[src/rtl/sem_waiter_pkg.sv]
// Shared types for the blocking-semaphore front end: rq/status codes, FSM states, request payload.
// Also holds the 8-bit jitter LFSR step function.
package sem_waiter_pkg;

    localparam int unsigned SEM_W    = 6;
    localparam int unsigned RQ_W     = 32;
    localparam int unsigned CORE_W   = 4;
    localparam int unsigned STATUS_W = 2;
    localparam int unsigned LFSR_W   = 8;
    localparam int unsigned CNT_W    = 16;
    localparam int unsigned WIN_W    = CNT_W + 1;

    localparam logic [LFSR_W-CORE_W-1:0] LFSR_SEED_HI = 4'hA;

    // Semaphore unit rq codes; SEM_VDONE extends them into the response status space.
    typedef enum logic [STATUS_W-1:0] {
        SEM_FAIL  = 2'd0,
        SEM_GOT   = 2'd1,
        SEM_HELD  = 2'd2,
        SEM_VDONE = 2'd3
    } sem_code_e;

    typedef enum logic [1:0] {
        ST_IDLE    = 2'd0,
        ST_ISSUE   = 2'd1,
        ST_BACKOFF = 2'd2,
        ST_RESP    = 2'd3
    } sem_state_e;

    typedef struct packed {
        logic [SEM_W-1:0] sem;
        logic             is_p;
    } sem_req_t;

    // Fibonacci step, taps x^8+x^6+x^5+x^4+1.
    function automatic logic [LFSR_W-1:0] lfsr8_next(input logic [LFSR_W-1:0] q);
        return {q[6:0], q[7] ^ q[5] ^ q[4] ^ q[3]};
    endfunction

endpackage

[src/rtl/sem_waiter_lfsr8.sv]
// 8-bit Fibonacci LFSR with loadable seed; shared by blocks that need backoff jitter.
module lfsr8
    import sem_waiter_pkg::*;
(
    input  logic              clock,
    input  logic              reset,
    input  logic [LFSR_W-1:0] seed,
    input  logic              step_en,
    output logic [LFSR_W-1:0] value
);

    logic [LFSR_W-1:0] value_q;
    logic [LFSR_W-1:0] value_d;

    always_comb begin
        value_d = value_q;
        if (step_en) begin
            value_d = lfsr8_next(value_q);
        end
    end

    // Seed must be non-zero; the all-zero state is a lock-up state.
    always_ff @(posedge clock) begin
        if (reset) begin
            value_q <= seed;
        end else begin
            value_q <= value_d;
        end
    end

    assign value = value_q;

endmodule

[src/rtl/sem_waiter.sv]
// Blocking P/V front end for one core: drives the semaphore unit handshake and
// retries failed P operations after a jittered exponential backoff.
module sem_waiter
    import sem_waiter_pkg::*;
#(
    parameter int unsigned BACKOFF_MIN = 8,
    parameter int unsigned BACKOFF_MAX = 1024,
    parameter int unsigned MAX_TRIES   = 0
) (
    input  logic                clock,
    input  logic                reset,
    input  logic [CORE_W-1:0]   whichCore,
    input  logic                reqValid,
    output logic                reqReady,
    input  logic [SEM_W-1:0]    reqSem,
    input  logic                reqWait,
    input  logic                abort,
    output logic                respValid,
    output logic [STATUS_W-1:0] respStatus,
    output logic                semSel,
    output logic [SEM_W-1:0]    semAq,
    output logic                semRead,
    input  logic [RQ_W-1:0]     semRq,
    input  logic                semWrq,
    input  logic                semDone,
    output logic                waiting
);

    sem_state_e       state_q, state_d;
    sem_req_t         req_q, req_d;
    logic [CNT_W-1:0] tries_q, tries_d;
    logic [CNT_W-1:0] window_q, window_d;
    logic [CNT_W-1:0] backoff_q, backoff_d;
    sem_code_e        status_q, status_d;
    logic             resp_valid_q, resp_valid_d;
    logic             sem_sel_q, sem_sel_d;
    logic             req_ready_q, req_ready_d;
    logic             waiting_q, waiting_d;

    logic [LFSR_W-1:0] lfsr_value;
    sem_code_e         rq_code;
    logic              rq_success;
    logic              give_up;
    logic [CNT_W-1:0]  tries_inc;
    logic [LFSR_W-1:0] jitter_mask;
    logic [CNT_W-1:0]  backoff_load;
    logic [WIN_W-1:0]  window_dbl;
    logic [CNT_W-1:0]  window_next;
    logic              unused_rq_hi;

    lfsr8 u_lfsr (
        .clock   (clock),
        .reset   (reset),
        .seed    ({LFSR_SEED_HI, whichCore}),
        .step_en (1'b1),
        .value   (lfsr_value)
    );

    assign rq_code      = sem_code_e'(semRq[1:0]);
    assign unused_rq_hi = ^semRq[RQ_W-1:2];
    assign rq_success   = semWrq && (rq_code == SEM_GOT || rq_code == SEM_HELD);

    // tries saturates instead of wrapping so an unlimited P never spuriously hits a limit.
    assign tries_inc = (tries_q == '1) ? tries_q : tries_q + CNT_W'(1);
    assign give_up   = (MAX_TRIES != 0) && (tries_inc == CNT_W'(MAX_TRIES));

    // Jitter is bounded by the window and by the LFSR's 8 bits.
    assign jitter_mask  = LFSR_W'(window_q - CNT_W'(1));
    assign backoff_load = window_q + CNT_W'(lfsr_value & jitter_mask);

    assign window_dbl  = {window_q, 1'b0};
    assign window_next = (window_dbl > WIN_W'(BACKOFF_MAX)) ? CNT_W'(BACKOFF_MAX)
                                                            : CNT_W'(window_dbl);

    always_comb begin
        state_d      = state_q;
        req_d        = req_q;
        tries_d      = tries_q;
        window_d     = window_q;
        backoff_d    = backoff_q;
        status_d     = status_q;
        req_ready_d  = 1'b0;
        sem_sel_d    = 1'b0;
        waiting_d    = 1'b0;
        resp_valid_d = 1'b0;

        case (state_q)
            ST_IDLE: begin
                if (reqValid && req_ready_q) begin
                    req_d.sem  = reqSem;
                    req_d.is_p = reqWait;
                    tries_d    = '0;
                    window_d   = CNT_W'(BACKOFF_MIN);
                    state_d    = ST_ISSUE;
                end
            end
            ST_ISSUE: begin
                if (semDone) begin
                    if (!req_q.is_p) begin
                        status_d = SEM_VDONE;
                        state_d  = ST_RESP;
                    end else if (rq_success) begin
                        status_d = rq_code;
                        state_d  = ST_RESP;
                    end else begin
                        // Anything other than a confirmed acquire is retried like a ring failure.
                        tries_d = tries_inc;
                        if (give_up) begin
                            status_d = SEM_FAIL;
                            state_d  = ST_RESP;
                        end else begin
                            backoff_d = backoff_load;
                            window_d  = window_next;
                            state_d   = ST_BACKOFF;
                        end
                    end
                end
            end
            ST_BACKOFF: begin
                if (abort) begin
                    status_d = SEM_FAIL;
                    state_d  = ST_RESP;
                end else if (backoff_q <= CNT_W'(1)) begin
                    state_d = ST_ISSUE;
                end else begin
                    backoff_d = backoff_q - CNT_W'(1);
                end
            end
            ST_RESP: begin
                state_d = ST_IDLE;
            end
            default: begin
                state_d = ST_IDLE;
            end
        endcase

        // Outputs are registered from the next state so they line up with the state they describe.
        req_ready_d  = (state_d == ST_IDLE);
        sem_sel_d    = (state_d == ST_ISSUE);
        waiting_d    = (state_d == ST_BACKOFF);
        resp_valid_d = (state_d == ST_RESP);
    end

    always_ff @(posedge clock) begin
        if (reset) begin
            state_q      <= ST_IDLE;
            req_q        <= '0;
            tries_q      <= '0;
            window_q     <= CNT_W'(BACKOFF_MIN);
            backoff_q    <= '0;
            status_q     <= SEM_FAIL;
            resp_valid_q <= 1'b0;
            sem_sel_q    <= 1'b0;
            req_ready_q  <= 1'b0;
            waiting_q    <= 1'b0;
        end else begin
            state_q      <= state_d;
            req_q        <= req_d;
            tries_q      <= tries_d;
            window_q     <= window_d;
            backoff_q    <= backoff_d;
            status_q     <= status_d;
            resp_valid_q <= resp_valid_d;
            sem_sel_q    <= sem_sel_d;
            req_ready_q  <= req_ready_d;
            waiting_q    <= waiting_d;
        end
    end

    assign reqReady   = req_ready_q;
    assign respValid  = resp_valid_q;
    assign respStatus = status_q;
    assign semSel     = sem_sel_q;
    assign semAq      = req_q.sem;
    assign semRead    = req_q.is_p;
    assign waiting    = waiting_q;

endmodule

[config.mk]
export PLATFORM = sky130hd
export DESIGN_NAME = sem_waiter
export DESIGN_NICKNAME = d
export VERILOG_FILES = /design/src/rtl/sem_waiter_pkg.sv /design/src/rtl/sem_waiter_lfsr8.sv /design/src/rtl/sem_waiter.sv
export SDC_FILE = /design/constraint.sdc
export NUM_CORES = 1
export LEC_CHECK = 0
export BUFFER_PORTS_ARGS = -buffer_cell sky130_fd_sc_hd__buf_2
export CORE_UTILIZATION = 58
export DETAILED_ROUTE_END_ITERATION = 7
export PLACE_DENSITY = 0.87
export SLEW_MARGIN = 20
export SYNTH_ARGS = -nofsm -noshare
export SYNTH_HDL_FRONTEND = slang
export SYNTH_SLANG_ARGS = --single-unit
[constraint.sdc]
create_clock -name clock -period 4.22 [get_ports clock]
set_input_delay 0.211 -clock clock [delete_from_list [all_inputs] [get_ports clock]]
set_output_delay 0.211 -clock clock [all_outputs]
set_load 0.05 [all_outputs]
### Word-level counts from Yosys, hierarchy flattened

Index checks and enable logic that the tools add are counted.

| word-level totals | value |
|---|---|
| bits in registers | 55 |
| input port bits | 49 |
| output and inout bits | 13 |

| operators by class | value |
|---|---|
| add/sub/neg operators | 3 |
| magnitude comparators | 2 |
| eq/ne operators | 16 |
| mux-type cells | 25 |
| bitwise operators | 4 |
| reduce and logical (&&, ||, !) cells | 11 |

Operators by type and width:

| operator | count |
|---|---|
| 2-to-1 mux 16 bit | 10 |
| one-hot mux 16 bit (2 select lines) | 2 |
| greater-than comparator 17 x 11 -> 1 bit, second input constant | 1 |
| adder 16 x 8 -> 16 bit | 1 |
| <= comparator 16 x 1 -> 1 bit, second input constant | 1 |
| 2-to-1 mux 2 bit | 8 |
| subtractor 16 x 1 -> 16 bit, second input constant | 1 |
| inequality test 2 bit, second input constant | 7 |
| equality test 2 bit, second input constant | 5 |
| bitwise AND 8 bit | 1 |
| one-hot mux 2 bit (4 select lines) | 1 |
| subtractor 8 x 1 -> 8 bit, second input constant | 1 |
| equality test 2 x 1 -> 1 bit, second input constant | 3 |
| AND reduction 6 bit | 1 |
| AND reduction 5 bit | 1 |
| logical NOT 2 bit | 2 |
| 2-to-1 mux 4 bit | 1 |
| one-hot mux 2 bit (2 select lines) | 1 |
| AND reduction 4 bit | 1 |
| nonzero test 2 bit | 2 |
| inequality test 3 bit, second input constant | 1 |
| XOR 1 bit | 3 |
| logical AND 1 bit | 2 |
| 2-to-1 mux 1 bit | 2 |
| other kinds (2) | 2 |

### Depth between registers and ports, before layout

Gate-level depths: netlist (run 1).

| logic depth | value |
|---|---|
| word-level depth | 8 |
| mapped depth | 9 |
| mapped depth without buffers | 8 |

### Hierarchy

From an unflattened synthesis (run 1), not the netlist that was laid out.

| unflattened totals | value |
|---|---|
| cell total of the unflattened synthesis | 332 |
| area total of the unflattened synthesis | 2,805.2 µm² |

Modules (own cells, without submodules):

| module | instances | cells each | area an instance (µm²) |
|---|---|---|---|
| sem_waiter | 1 | 310 | 2,433.6 |
| lfsr8 | 1 | 22 | 371.6 |

### Least setup slack after synthesis (run 1)

No wires, ideal clock.

| timing path | value |
|---|---|
| kind | reg-to-reg |
| start | reg backoff_q[0] |
| end | reg backoff_q[14] |
| setup time | 134 ps |
| arrival time | 2,170 ps |
| setup slack | 1,916 ps |
| cell stages (with the launch flop) | 10 |
| buffers on the path | 1 |
| period minus slack after synthesis | 2,304 ps |
| cell sequence | dfxtp_1 > inv_1 > ha_1 > or4b_2 > or3_1 > clkbuf_1 > o31ai_1 > a21boi_0 > a21oi_1 > o22ai_1 |

| between the ends | value |
|---|---|
| longest elaborated chain between the ends | 4 |

RTL lines:

| element | RTL line | text |
|---|---|---|
| from (decl) | sem_waiter.sv:33 | `logic [CNT_W-1:0] backoff_q, backoff_d;` |
| from (signal assigned) | sem_waiter.sv:161 | `backoff_q <= backoff_d;` |
| subtractor 16 x 1 -> 16 bit | sem_waiter.sv:126 | `backoff_d = backoff_q - CNT_W'(1);` |
| 2-to-1 mux 16 bit | sem_waiter.sv:123 | `end else if (backoff_q <= CNT_W'(1)) begin` |
| 2-to-1 mux 16 bit | sem_waiter.sv:120 | `if (abort) begin` |
| one-hot mux 16 bit (2 select lines) | sem_waiter.sv:87 | `case (state_q)` |

Parallel ways exist; a longest one is shown, timed or not. The select of a mux whose other input is x is not followed.
A chain may end at the register's enable or synchronous reset.

### Final worst setup path (run 1)

| timing path | value |
|---|---|
| start | reg backoff_q[0] |
| end | reg backoff_q[12] |

Same word-level chain as after synthesis.

==> results_dict.tcl, run 1 <==
set metrics [dict create \
    clock_latency_ns 0.31 \
    fin_total_pwr_mw 1.13 \
    antenna_found_initial 0 \
    num_vias 2424 \
    pwr-share-seq 0.484 \
    power.leakage_nw 1.06 \
    cts_hold_buf 0 \
    synthArstFlopShare 0 \
    tns_ns 0 \
    swShare 0.325 \
    clock_sinks 52 \
    path_class "reg2reg" \
    clock_path_buffers 2 \
    clk_transition_reported_paths_ns 0.09 \
    routed_wl_mm 5.62 \
    maxUsedRoutingLayer "met4" \
    synth-main-ff-cell "dfxtp_1" \
    multi_input_area_sq_um 1520 \
    post-route-period-util 0.617 \
    cp-start-kind "flop" \
    core-area_sq_um 4410 \
    die_h_um 70.2 \
    synth_enable_flop_cells 0 \
    finalHoldViolations 0 \
    die_area_sq_um 4930 \
    drt-met1-wl_mm 2.60 \
    hold_class "in2reg" \
    grt_pass1_wl_mm 9.61 \
    clock.fmax_mhz 384 \
    rsz0062_at_grt "false" \
    syn-num-nets 376 \
    clockPowerShare 0.266 \
    htreeDepth 2 \
    synth.distinct_cells 61 \
    cp.arrival_ns 2.75 \
    yosys_warnings 0 \
    comb_power_share 0.249 \
    regArea_sq_um 1040 \
    min_period_ns 2.60 \
    post_cts_buffers 0 \
    setup_viol 0 \
    gp_congestion 0.922 \
    hpwl_mm 3.96 \
    final_common_cell "dfxtp_1" \
    required_ns 4.37 \
    nets 399 \
    fill_cells 367 \
    numCtsBuffers 5 \
    dr.pass1.iters 4 \
    initial_core_util 0.611 \
    grt-ovfl-total 0 \
    ir_drop_mv 0.279 \
    synth_seq_cells 52 \
    power_density_nw_per_um2 386 \
    wl_per_cell_um 14.1 \
    dr_wl_met3_um 294 \
    worstPathMaxFanout 6 \
    root_buffer "clkbuf_8" \
    drtIter0Drc 332 \
    syn-instance-count 323 \
    die_w_um 70.2 \
    remaining_drc_errors 0 \
    cts_tree "built" \
    cap_violations 0 \
    outcome "finished, final reports clean" \
    grt_max_degree 54 \
    row_count 24 \
    final_cell_mix "dfxtp_1, nand2_1, nor2_1" \
    groute.usage.overall 0.241 \
    syn2layout_area_growth_pct 9.00 \
    p_int_uw 766 \
    antenna_cells 0 \
    relSlewSlack 0.347 \
    ios 62 \
    ys_seq_area_frac 0.386 \
    switchingPower_uw 368 \
    crit_path_end_kind "flop" \
    grt_pass1_vias 2153 \
    ant_nets 0 \
    synth_area_per_cell_sq_um 8.35 \
    post-place-ws_ns 1.69 \
    wl_met2_mm 2.64 \
    worstMarginPinSlew_ns 0.977 \
    avgViaCountPerCell 6.09 \
    drv_slew 0 \
    syn_area_sq_um 2700 \
    post_route_cells_drive_above_1_share 0.173 \
    setup_ws_ns 1.62 \
    io_buffers 31 \
    skew_ns 0.0108 \
    cts_resized 0 \
]
[power by group through the flow]
stage / clock network [mW] / logic [mW] / registers, mW
floorplan: 0 / 0.167 / 0.614
global route: 0.328 / 0.309 / 0.554
finish: 0.302 / 0.283 / 0.550
CTS: 0.311 / 0.281 / 0.550
global placement: 0 / 0.277 / 0.559
detailed placement: 0 / 0.280 / 0.561
[cells by family after synthesis]
| logic type | count (synthesis) | synth area share |
|---|---|---|
| flip-flops | 52 | 0.386 |
| multiplexers | 9 | 0.0348 |
| AND/OR/NAND/NOR | 124 | 0.232 |
| adder cells (fa/ha/maj) | 4 | 0.0186 |
| XOR/XNOR | 15 | 0.0487 |
| buffers and inverters | 29 | 0.0534 |
| AO/OA/AOI/OAI | 90 | 0.226 |
[worst max-delay path, stage by stage (launching register included)]
cell     delay [ns]
dfxtp_1        0.35
inv_1          0.11
ha_1           0.24
or4b_2         0.67
or3_1          0.45
nor4_1         0.20
o21ai_0        0.11
a21oi_1        0.20
o22ai_1        0.10
[flip-flops by register name (all words and copies together) (netlist names)]
register      count
window_q         13
waiting           1
semSel            1
backoff_q        16
respStatus        2
state_q           2
semRead           1
respValid         1
u_lfsr.value      8
reqReady          1
semAq             6
[area by class of cell]
type,instances,area share
multi-input cells,242,0.516
flip-flops and latches,52,0.354
repair buffers,34,0.0605
clock buffers,7,0.0328
well taps,52,0.0221
inverters,11,0.0140
[layer usage]
layer,global-route usage,up-vias
li1,-,1224
met1,0.316,1123
met2,0.382,69
met3,0.0548,8
met4,0.0978,0
met5,0,-
[Yosys cell counts (9+ instances only)]
cell | instances | area share
nor4_1 | 10 | 0.023
o21ai_0 | 20 | 0.037
clkbuf_1 | 11 | 0.015
a21oi_1 | 21 | 0.039
xnor2_1 | 13 | 0.042
dfxtp_1 | 52 | 0.39
nor3_1 | 11 | 0.020
o22ai_1 | 9 | 0.021
inv_1 | 11 | 0.015
a22oi_1 | 9 | 0.025
nor2_1 | 34 | 0.047
nand2_1 | 34 | 0.047
[through the flow]
stage	instance area, sq um	cells	util	hold slack [ns]
detailed placement	2840	391	0.644	0.417
CTS	2940	398	0.666	0.0931
global placement	2840	391	0.644	0.412
global route	2940	398	0.666	0.124
floorplan	2700	323	-	0.324
finish	2940	398	0.666	0.0985
[worst paths after layout]
kind                             startpoint                    endpoint  slack [ns]  cells past startpoint
setup / recovery  backoff_q[0]$_SDFFE_PP0P_  backoff_q[12]$_SDFFE_PP0P_        1.62                      8
hold / removal                 whichCore[0]     u_lfsr.value[0]$_DFF_P_         0.1                      3
setup reg to reg  backoff_q[0]$_SDFFE_PP0P_  backoff_q[12]$_SDFFE_PP0P_        1.62                      8
hold reg to reg       semAq[2]$_SDFFE_PP0P_       semAq[2]$_SDFFE_PP0P_        0.45                      2
Note: power is estimated with default switching activity, not from simulation.
==> run 2: changes to the inputs <==
Settings changed: CORE_UTILIZATION 58 to 54, PLACE_DENSITY 0.87 to 0.82.
Clock period 4.22 ns to 2.5 ns, I/O delays scaled along.
==> run 2 against run 1 <==
Worst hold slack got worse by 0.062 ns. Flip-flop and latch count is the same. Combinational power is 80% higher. Setup slack got worse by 1.5 ns. Cell count is 6.8% higher. Critical path type unchanged. Largest cell class unchanged. Highest routed layer unchanged.
==> results_dict.tcl, run 2 (synthesized netlist as in run 1, its figures left out) <==
set metrics [dict create \
    outcome "finished, final reports clean" \
    clock_sinks 52 \
    tns_ns 0 \
    initial_core_util 0.567 \
    drtIter0Drc 207 \
    remaining_drc_errors 0 \
    nets 410 \
    dp.cells 417 \
    worstMarginPinSlew_ns 0.623 \
    ios 62 \
    worst_hold_slack_ns 0.0363 \
    grt_pass1_vias 2097 \
    final_cell_mix "dfxtp_1, nand2_1, nor2_1" \
    cts_resized 0 \
    post_dp_cell_area_sq_um 2940 \
    slowest_delay_ns 0.67 \
    syn2layout_area_growth_pct 13.8 \
    clock_path_buffers 2 \
    ir_drop_mv 0.338 \
    antenna_cells 0 \
    clk_transition_reported_paths_ns 0.09 \
    grt_pass1_wl_mm 9.16 \
    cp.arrival_ns 2.55 \
    crit_path_end_kind "flop" \
    avgViaCountPerCell 5.70 \
    row_count 25 \
    antenna_found_initial 0 \
    die_w_um 72.7 \
    min_period_ns 2.35 \
    worstPathMaxFanout 6 \
    grt_max_degree 37 \
    num_vias 2423 \
    regArea_sq_um 1040 \
    io_buffers 31 \
    multi_input_area_sq_um 1530 \
    cts_tree "built" \
    finalHoldViolations 0 \
    required_ns 2.70 \
    hold_class "in2reg" \
    cap_violations 0 \
    setup_ws_ns 0.155 \
    post-route-util 0.645 \
    grt-ovfl-total 0 \
    power.leakage_nw 1.12 \
    rsz0062_at_grt "false" \
    final_common_cell "dfxtp_1" \
    path_cells "inv_1 -> ha_1 -> or4b_2 -> or3_4 -> nor4_1 -> o21ai_0 -> a21oi_1 -> o22ai_1" \
    fill_cells 395 \
    root_buffer "clkbuf_8" \
    htreeDepth 2 \
    die_h_um 72.7 \
    path_class "reg2reg" \
    crit_slowest_cell "or4b_2" \
    groute.usage.overall 0.220 \
    post_route_cells_drive_above_1_share 0.201 \
    ant_nets 0 \
    setup_viol 0 \
    clock.fmax_mhz 426 \
    cp-start-kind "flop" \
    numCtsBuffers 5 \
    post_cts_buffers 0 \
    hpwl_mm 4.14 \
    drv_slew 0 \
    post-place-ws_ns 0.130 \
    core-area_sq_um 4750 \
    relSlewSlack 0.585 \
    cts_hold_buf 0 \
    dr.pass1.iters 4 \
    routed_wl_mm 5.61 \
    gp_congestion 0.888 \
    clock_latency_ns 0.31 \
    wl_per_cell_um 13.2 \
    largest_reg_flops 16 \
    post-route-period-util 0.938 \
    skew_ns 0.0102 \
    layout.cells.non_filler 425 \
    regMostFlops "backoff_q" \
    stdcell_area_sq_um 3070 \
    power_density_nw_per_um2 654 \
    die_area_sq_um 5280 \
    fin_total_pwr_mw 2.01 \
]
==> run 2: path summary, 6_finish.rpt <==
path,startpoint,to,slack (ns),cells past startpoint
min,whichCore[0],u_lfsr.value[0]$_DFF_P_,0.04,3
max reg2reg,backoff_q[0]$_SDFFE_PP0P_,backoff_q[12]$_SDFFE_PP0P_,0.15,8
max,backoff_q[0]$_SDFFE_PP0P_,backoff_q[12]$_SDFFE_PP0P_,0.15,8
min reg2reg,semAq[0]$_SDFFE_PP0P_,semAq[0]$_SDFFE_PP0P_,0.45,2
==> run 2: routing by layer <==
metal	vias up	global-route usage	share of wire	wire (um)
met5	-	0	0	0
li1	1235	-	-	-
met3	6	0.0497	0.048	270
met4	0	0.0784	0.0089	50
met1	1126	0.280	0.47	2630
met2	56	0.368	0.47	2660
==> run 2: cell type report <==
| cell class | instances | share of cell area |
|---|---|---|
| clock buffer | 6 | 0.0237 |
| clock inverter | 2 | 0.0114 |
| inverter | 11 | 0.0135 |
| multi-input combinational | 242 | 0.500 |
| sequential | 52 | 0.339 |
| tap | 67 | 0.0273 |
| timing repair buffer | 45 | 0.0848 |
==> run 2: where the power goes <==
group	switching [mW]	internal [mW]
Clock	0.273	0.297
Sequential	0.0422	0.884
Combinational	0.323	0.187
Total	0.638	1.37
==> run 2: worst max-delay path: cells and delay by family (launching register included) <==
kind            cells  cell delay [ns]
compound gates      3             0.38
fa+ha+maj           1             0.18
flops               1             0.35
buf+inv             1             0.11
simple gates        3             1.22
==> run 3: changes to the inputs <==
Settings changed: SETUP_SLACK_MARGIN from default to 0.5.
==> run 3 against run 2 <==
Worst hold slack worse by 0.022 ns. Sequential power about the same. Register-to-register slack improved by 0.17 ns. Clock power down 13%. Utilization increased by 3.8 points. Critical endpoint is now backoff_q[10]$_SDFFE_PP0P_. Largest cell class unchanged. Largest power group unchanged.
==> results_dict.tcl, run 3 (synthesized netlist as in run 1, its figures left out) <==
set metrics [dict create \
    path_class "reg2reg" \
    relSlewSlack 0.353 \
    final_common_cell "dfxtp_1" \
    power_density_nw_per_um2 614 \
    switchingPower_uw 675 \
    layout.cells.non_filler 430 \
    die_w_um 72.7 \
    fill_cells 371 \
    rsz0062_at_grt "true" \
    core-area_sq_um 4750 \
    clock.fmax_mhz 459 \
    hold_class "in2reg" \
    io_buffers 31 \
    dp.cells 412 \
    comb_power_share 0.285 \
    wl_per_cell_um 15.0 \
    final_cell_mix "dfxtp_1, nand2_1, nor2_1" \
    clk_transition_reported_paths_ns 0.10 \
    ios 62 \
    die_area_sq_um 5280 \
    regArea_sq_um 1050 \
    skew_ns 0.00881 \
    die_h_um 72.7 \
    largest_reg_flops 16 \
    grt-ovfl-total 0 \
    ir_drop_mv 0.358 \
    setup_viol 0 \
    hpwl_mm 4.10 \
    fin_total_pwr_mw 1.99 \
    antenna_found_initial 0 \
    cts_tree "built" \
    num_vias 2505 \
    worstMarginPinSlew_ns 0.971 \
    htreeDepth 2 \
    gp_congestion 0.954 \
    groute.usage.overall 0.247 \
    tns_ns 0 \
    nets 415 \
    grt_max_degree 54 \
    remaining_drc_errors 0 \
    grt_pass1_wl_mm 10.2 \
    finalHoldViolations 0 \
    swShare 0.338 \
    cts_hold_buf 0 \
    numCtsBuffers 5 \
    p_int_mw 1.32 \
    clockPowerShare 0.249 \
    syn2layout_area_growth_pct 20.5 \
    drv_slew 0 \
    clock_sinks 52 \
    power.leakage_nw 1.17 \
    crit_path_end_kind "flop" \
    clock_path_buffers 2 \
    clock_latency_ns 0.31 \
    post-route-period-util 0.872 \
    required_ns 2.67 \
    worstPathMaxFanout 6 \
    drtIter0Drc 189 \
    avgViaCountPerCell 5.83 \
    dr.pass1.iters 4 \
    multi_input_area_sq_um 1680 \
    antenna_cells 0 \
    cp.arrival_ns 2.35 \
    cap_violations 0 \
    regMostFlops "backoff_q" \
    grt_pass1_vias 2246 \
    outcome "finished, final reports clean" \
    ant_nets 0 \
    initial_core_util 0.567 \
    min_period_ns 2.18 \
    row_count 25 \
    cp-start-kind "flop" \
    routed_wl_mm 6.45 \
    post_route_cells_drive_above_1_share 0.295 \
    pwr-share-seq 0.466 \
    root_buffer "clkbuf_8" \
]
-- run 3: final cells by class --
class | count | area share
Inverter | 11 | 0.0127
Clock buffer | 6 | 0.0254
Sequential cell | 52 | 0.324
Timing Repair Buffer | 49 | 0.0928
Clock inverter | 2 | 0.00308
Tap cell | 67 | 0.0258
Multi-Input combinational cell | 243 | 0.516
-- run 3: path summary, 6_finish.rpt --
check,cells past startpoint,slack (ns),to,start
worst min register to register,2,0.46,semAq[2]$_SDFFE_PP0P_,semAq[2]$_SDFFE_PP0P_
worst max-delay path,6,0.32,backoff_q[10]$_SDFFE_PP0P_,backoff_q[12]$_SDFFE_PP0P_
worst max register to register,6,0.32,backoff_q[10]$_SDFFE_PP0P_,backoff_q[12]$_SDFFE_PP0P_
worst min-delay path,3,0.01,u_lfsr.value[0]$_DFF_P_,whichCore[0]
-- run 3: layer usage --
metal / share of wire / global-route usage
met1: 0.43 / 0.325
met2: 0.50 / 0.400
met4: 0.018 / 0.0959
met3: 0.052 / 0.0470
met5: 0 / 0
-- run 3: repair_timing --
action,CTS,global route
gates resized for setup,22,17
setup endpoints to repair,20,26
pin swaps,15,13
buffers inserted,3,6
cloned,0,1
-- run 3: power by group through the flow --
stage,registers [mW],clock network [mW],logic [mW]
after floorplan,1.04,0,0.291
after global placement,0.946,0,0.488
after detailed placement,0.947,0,0.500
after CTS,0.927,0.508,0.524
after global routing,0.939,0.549,0.612
final,0.929,0.497,0.567
-- run 3: stage by stage --
| step | setup slack [ns] | util | cell area (sq um) | hold slack, ns |
|---|---|---|---|---|
| 6_report | 0.320 | 0.683 | 3250 | 0.0144 |
| 4_1_cts | 0.322 | 0.656 | 3120 | 0.0133 |
| 3_3_place_gp | 0.220 | 0.617 | 2940 | 0.323 |
| 2_1_floorplan | 0.314 | - | 2730 | 0.238 |
| 5_1_grt | 0.234 | 0.683 | 3250 | 0.0229 |
| 3_5_place_dp | 0.199 | 0.617 | 2940 | 0.333 |
-- run 3: worst max-delay path, cell delays in order, from the launching register on --
cell and delay [ns]:
dfxtp_2 0.33, or4_4 0.54, or4_4 0.58, nor2_2 0.17
nor2_1 0.08, a32oi_1 0.23, o22ai_1 0.10
